[config.mk]
export PLATFORM = sky130hd
export DESIGN_NAME = tdm_demux_flat
export DESIGN_NICKNAME = d
export VERILOG_FILES = /design/src/rtl/tdm_demux_pkg.sv /design/src/rtl/tdm_demux_if.sv /design/src/rtl/tdm_demux_slot_counter.sv /design/src/rtl/tdm_demux.sv /design/src/flat_wrapper.sv
export SDC_FILE = /design/constraint.sdc
export NUM_CORES = 1
export LEC_CHECK = 0
export BUFFER_PORTS_ARGS = -buffer_cell sky130_fd_sc_hd__buf_2
export CORE_MARGIN = 1.5
export CORE_UTILIZATION = 25
export DETAILED_ROUTE_END_ITERATION = 10
export SYNTH_ARGS = -nofsm -noshare
export SYNTH_HDL_FRONTEND = slang
export SYNTH_SLANG_ARGS = --single-unit
[constraint.sdc]
create_clock -name clk -period 3.1 [get_ports clk]
set_input_delay 0 -clock clk [delete_from_list [all_inputs] [get_ports clk]]
set_output_delay 0 -clock clk [all_outputs]
set_load 0.02 [all_outputs]
[src/rtl/tdm_demux_pkg.sv]
// tdm_demux_pkg: state encodings and link defaults shared by both ends of the serial link
package tdm_demux_pkg;
    typedef logic [0:0] state_t;
    localparam state_t HUNT   = 1'b0;
    localparam state_t LOCKED = 1'b1;
    localparam int DEF_CHANNELS = 4;
    localparam int DEF_SW       = 2;
endpackage

[src/rtl/tdm_demux_if.sv]
// tdm_demux_if: serial slot input and reassembled parallel output of the demux
interface tdm_demux_if #(parameter int CHANNELS = 4, parameter int SW = 2);
    logic                d;
    logic                sync;
    logic                en;
    logic [CHANNELS-1:0] q;
    logic                valid;
    logic [SW-1:0]       sel;
    logic                err;
    logic                locked;
    modport master (output d, sync, en, input q, valid, sel, err, locked);
    modport slave  (input d, sync, en, output q, valid, sel, err, locked);
endinterface

[src/rtl/tdm_demux_slot_counter.sv]
// slot_counter: slot index counter with clear, load-to-1 and wrap at CHANNELS-1
module slot_counter #(
    parameter int CHANNELS = 4,
    parameter int SW       = 2
) (
    input  logic          clk,
    input  logic          reset,
    input  logic          en,
    input  logic          load1,
    input  logic          clr,
    output logic [SW-1:0] cnt
);
    always_ff @(posedge clk or posedge reset)
        if (reset)
            cnt <= '0;
        else if (clr)
            cnt <= '0;
        else if (load1)
            cnt <= SW'(1);
        else if (en)
            cnt <= (cnt == SW'(CHANNELS - 1)) ? '0 : cnt + SW'(1);
endmodule

[src/rtl/tdm_demux.sv]
// tdm_demux: locks onto the frame marker and reassembles slot bits into a CHANNELS-bit word
module tdm_demux
    import tdm_demux_pkg::*;
#(
    parameter int CHANNELS = DEF_CHANNELS,
    parameter int SW       = DEF_SW
) (
    input  logic        clk,
    input  logic        reset,
    tdm_demux_if.slave  bus
);
    state_t              state;
    logic [CHANNELS-1:0] shadow;
    logic [CHANNELS-1:0] q_r;
    logic                valid_r;
    logic                err_r;
    logic [SW-1:0]       k;
    logic                hit;
    logic                first;
    logic                last;
    logic                miss;
    logic                early;
    logic                done;
    logic                load1;
    logic                inc;
    assign hit   = bus.en && state == LOCKED;
    assign first = k == '0;
    assign last  = k == SW'(CHANNELS - 1);
    assign miss  = hit && first && !bus.sync;
    assign early = hit && !first && bus.sync;
    assign done  = hit && last && !bus.sync;
    assign load1 = bus.en && bus.sync;
    assign inc   = hit && !first && !bus.sync;
    slot_counter #(.CHANNELS(CHANNELS), .SW(SW)) u_cnt (
        .clk   (clk),
        .reset (reset),
        .en    (inc),
        .load1 (load1),
        .clr   (miss),
        .cnt   (k)
    );
    always_ff @(posedge clk or posedge reset)
        if (reset) begin
            state   <= HUNT;
            shadow  <= '0;
            q_r     <= '0;
            valid_r <= 1'b0;
            err_r   <= 1'b0;
        end else begin
            valid_r <= done;
            err_r   <= miss || early;
            // a marker always restarts the frame, dropping any partial one
            if (load1) begin
                state  <= LOCKED;
                shadow <= CHANNELS'(bus.d);
            end else if (miss) begin
                state  <= HUNT;
                shadow <= '0;
            end else if (inc)
                shadow[k] <= bus.d;
            if (done)
                q_r <= {bus.d, shadow[CHANNELS-2:0]};
        end
    assign bus.q      = q_r;
    assign bus.valid  = valid_r;
    assign bus.err    = err_r;
    assign bus.sel    = k;
    assign bus.locked = state == LOCKED;
endmodule

[src/flat_wrapper.sv]
// flat-port wrapper written by rule: the top's interface ports become plain ports
module tdm_demux_flat import tdm_demux_pkg::*;
#(
    parameter int CHANNELS = DEF_CHANNELS,
    parameter int SW       = DEF_SW
)
  (clk, reset, bus_d, bus_sync, bus_en, bus_q, bus_valid, bus_sel, bus_err, bus_locked);
  tdm_demux_if #(.CHANNELS(CHANNELS), .SW(SW)) bus_i ();
  input  logic clk;
  input  logic reset;
  input wire logic [$bits(bus_i.d)-1:0] bus_d;
  input wire logic [$bits(bus_i.sync)-1:0] bus_sync;
  input wire logic [$bits(bus_i.en)-1:0] bus_en;
  output wire logic [$bits(bus_i.q)-1:0] bus_q;
  output wire logic [$bits(bus_i.valid)-1:0] bus_valid;
  output wire logic [$bits(bus_i.sel)-1:0] bus_sel;
  output wire logic [$bits(bus_i.err)-1:0] bus_err;
  output wire logic [$bits(bus_i.locked)-1:0] bus_locked;
  assign bus_i.d = bus_d;
  assign bus_i.sync = bus_sync;
  assign bus_i.en = bus_en;
  assign bus_q = bus_i.q;
  assign bus_valid = bus_i.valid;
  assign bus_sel = bus_i.sel;
  assign bus_err = bus_i.err;
  assign bus_locked = bus_i.locked;
  tdm_demux #(.CHANNELS(CHANNELS), .SW(SW)) u_core (.clk(clk), .reset(reset), .bus(bus_i));
endmodule
---- Word-level counts from Yosys, hierarchy flattened ----
Cells that the tools add are included.
cells by class
  $add $sub $neg .......................... 1
  equal/unequal tests ..................... 1
  multiplexer cells ....................... 12
  reductions and logical operators ........ 16
  magnitude comparators ................... 2
operators with widths
  kind                                                               count
  2-to-1 mux 4 bit                                                   3
  logical AND 1 bit                                                  10
  2-to-1 mux 2 bit                                                   4
  bitwise mux 4 bit                                                  1
  < comparator 2 x 3 -> 1 bit, second input constant                 1
  2-to-1 mux 1 bit                                                   3
  nonzero test 3 bit                                                 1
  adder 2 x 1 -> 2 bit, second input constant                        1
  demux 1 bit (select 2 bit)                                         1
  == test 2 bit, second input constant                               1
  greater-or-equal comparator 2 x 1 -> 1 bit, second input constant  1
  logical NOT 1 bit                                                  2
  logical NOT 2 bit                                                  1
  nonzero test 2 bit                                                 1
  logical OR 1 bit                                                   1
word-level totals
  bits of input ports ..................... 5
  flip-flop bits (word level) ............. 13
  logic and storage cells ................. 38

---- Longest topological paths before layout ----
  word-level depth ........................ 8
  depth in mapped cells ................... 6
  depth with buffers taken out ............ 5

---- Hierarchy ----
A second synthesis with hierarchy kept.
unflattened totals
  cell total of the unflattened synthesis .. 48
  area, all modules ....................... 536.8 um^2
modules (own cells, without submodules)
  module        times used  area each (um^2)  cells an instance
  tdm_demux     1           430.4             38
  slot_counter  1           106.4             10

---- Worst setup path after synthesis ----
OpenSTA, ideal clock, no wires.
  kind .................................... reg2reg
  start point ............................. register u_core.u_cnt.cnt[0]
  end point ............................... register u_core.u_cnt.cnt[0]
  stages on the path, launching flop included .. 6
  period minus slack after synthesis ...... 1591 ps
  path slack .............................. 1509 ps
  buffers on the path ..................... 1
  arrival ................................. 1522 ps
  setup time .............................. 69 ps
  path through ............................ dfrtp_1 > inv_1 > ha_1 > buf_2 > or4_1 > nand3_1
between the ends
  cells in the longest elaborated chain, start to end .. 5
  elaborated cells between the ends (all ways) .. 13
  those cells by class .................... 1 x add/sub; 1 x eq/ne; 4 x mux; 7 x reduce/logical
RTL lines
  item                                                           RTL line                                       text
  start: declaration                                             tdm_demux_slot_counter.sv:11                   output logic [SW-1:0] cnt
  start signal: assignment                                       tdm_demux_slot_counter.sv:21                   cnt <= (cnt == SW'(CHANNELS - 1)) ? '0 : cnt + SW'(1);
  adder 2 x 1 -> 2 bit, or another cell as far along             tdm_demux_slot_counter.sv:21
  2-to-1 mux 2 bit / logical NOT 1 bit (equally long branches)   tdm_demux_slot_counter.sv:21, tdm_demux.sv:33
  2-to-1 mux 2 bit / logical AND 1 bit (equally long branches)   tdm_demux_slot_counter.sv:20, tdm_demux.sv:33
  2-to-1 mux 2 bit / logical AND 1 bit (equally long branches)   tdm_demux_slot_counter.sv:18, tdm_demux.sv:33
  2-to-1 mux 2 bit / nonzero test 3 bit (equally long branches)  -
Several ways; a longest one is shown, not always the timed one. The select of a mux whose other input is x is not followed.
A chain may end at the register's enable or synchronous reset.

---- Worst setup path in the final report ----
Same ends and word-level chain as after synthesis.

==> out/qor.yml <==
skew_ns: 0.00463
ys_async_sr_fraction: 1.00
fillers: 242
layout.nets: 81
setup_viol: 0
ff_latch_area_sq_um: 300
core_sq_um: 2230
synth_seq_cells: 12
synth_cell_types: 21
via_count: 436
final_util: 0.331
place_area_sq_um: 672
die_w_um: 51.7
grt_util_met3: 0.0259
io_pins: 14
hold_depth: 3
synth.top_cells.by_count: "dfrtp_1, nand2_1, inv_1"
yosys.area.top_type: "dfrtp_1"
synthCells: 54
use_met2: 0.143
r2r_slack_ns: 1.56
wl_per_cell_um: 11.3
synth_warnings: 0
rsz0062_at_grt: "false"
use_met1: 0.128
rr_worst_depth: 4
r2r-end: "u_core.u_cnt.cnt[0]"
start_util: 0.266
synth_nets: 63
hp-class: "input port to flip-flop"
drt-total-wl_mm: 1.12
ctsHoldBuffers: 3
grt_pass1_vias: 409
cts_setup_buffers: 0
cts_tree: "built"
timing.final.crit_period_ns: 1.54
yosysSeqAreaShare: 0.506
r2r-start: "u_core.u_cnt.cnt[0]"
die_area_sq_um: 2670
fin_crit_sh: 0.498
synth_ff_type: "dfrtp_1"
outcome: "finished clean"
hold_violations: 0
port_buffers: 13
fmax_mhz: 648
ant_nets: 0
clock_latency_ns: 0.27
grt_max_degree: 13
syn_area_sq_um: 593
worstSetupEndpoint: "u_core.u_cnt.cnt[0]"
track_usage: 0.0988
vdd_drop_max_uv: 311
syn_to_final_growth_pct: 24.5
htreeDepth: 1
start_kind: "flip-flop"
rows: 17
crit_arrival_ns: 1.75
p_per_area_nw_per_um2: 815
via_per_inst: 4.40
cts.clk_slew.worst_paths_ns: 0.08
grt.overflow.total: 0
synth.most_common_cell: "dfrtp_1"
antenna_found_initial: 0
syn_area_per_cell_sq_um: 11.0
firstDrtPassIters: 3
clk_path_buf_depth: 2
power_leakage_uw: 0.000390
drc_errors: 0
place_hpwl_um: 835
slew_headroom: 0.679
synth_edf_count: 0
busiest_layer: "met2"
cts_buffers: 3
n_antenna_cell: 0
die_y_um: 51.7
cts_resized: 0
cp_max_fo: 9
root_buffer: "clkbuf_4"
critPathRequiredTime_ns: 3.31
synthTopCellsByArea: "dfrtp_1, ha_1, mux2_2"
finalSetupTns_ns: 0
drive_gt1_frac: 0.324
multi_input_area_sq_um: 253
maxCapViolCount: 0
netlist.area_leader.share: 0.506
worstSetupPathType: "flip-flop to flip-flop"
end_kind: "flip-flop"
design_area_sq_um: 738
drt_iter0_drc: 3
p_total_uw: 602
worst_pin_slew_ns: 0.480
gp_congestion: 0.752
clock-sinks: 12
grt_pass1_wl_mm: 1.88
drv_slew: 0
cp-startpoint: "u_core.u_cnt.cnt[0]"
==> where the power goes <==
group / switching (uW) / internal, uW / total (uW)
Clock: 54.4 / 71.3 / 126
Combinational: 140 / 96.6 / 237
Sequential: 38.5 / 200 / 239
==> area by class of cell <==
type,instances,share of cell area
Multi-Input combinational cell,34,0.342
Timing Repair Buffer,16,0.129
Inverter,5,0.0254
Clock buffer,4,0.0492
Sequential cell,12,0.407
Tap cell,28,0.0475
==> per-layer routing <==
layer,vias to the layer above,share of wire
met2,10,0.47
met4,0,0.0089
met3,2,0.050
met5,-,0
li1,219,-
met1,205,0.47
==> cell families (layout without fill, tap and decap cells) <==
logic type,after synthesis,after routing,share of synthesized area
compound gates,7,7,0.0865
xor+xnor,1,1,0.0148
fa+ha+maj,4,4,0.0844
buf+inv,8,25,0.0675
flops,12,12,0.506
mux,4,4,0.0759
simple gates,18,18,0.165
==> sequential cells by signal, summed over array words and instances (netlist names) <==
register,flops
u_core.bus.q,4
u_core.bus.err,1
u_core.bus.locked,1
u_core.u_cnt.cnt,2
u_core.bus.valid,1
u_core.shadow,3
==> worst min path at each step <==
stage,start,to,slack [ns]
3_5_place_dp,reset,u_core.shadow[2],0.04
6_report,bus_en,u_core.shadow[0],0.05
5_1_grt,bus_en,u_core.shadow[0],0.08
3_3_place_gp,reset,u_core.bus.q[0],0.03
4_1_cts,bus_en,u_core.shadow[0],0.04
2_1_floorplan,reset,u_core.bus.err,-0.14
==> cell usage in the layout, fill, tap and decap left out <==
cell            n
buf_2          13
dfrtp_1        12
nand2_1         6
inv_1           5
mux2_2          4
nand3_1         4
ha_1            4
nor2_1          3
clkbuf_4        3
dlygate4sd3_1   3
o21a_1          2
o21ai_0         2
nand2_4         1
nor3_1          1
nand4bb_1       1
o211ai_1        1
nand4b_1        1
xnor2_1         1
or4_1           1
o41ai_1         1
a22o_2          1
clkbuf_8        1
==> critical path, cell delays in order, from the launching register on <==
cell,delay (ns)
dfrtp_1,0.44
inv_1,0.09
ha_1,0.31
or4_1,0.54
nand3_1,0.10
==> metrics by stage <==
| stage | hold slack, ns | std cells | worst slack, ns |
|---|---|---|---|
| 2_1_floorplan | -0.135 | 54 | 1.51 |
| 3_3_place_gp | 0.0318 | 92 | 1.64 |
| 3_5_place_dp | 0.0396 | 92 | 1.58 |
| 4_1_cts | 0.0369 | 99 | 1.55 |
| 5_1_grt | 0.0759 | 99 | 1.47 |
| 6_report | 0.0453 | 99 | 1.56 |
No activity file was read; power rests on OpenSTA's default activity.
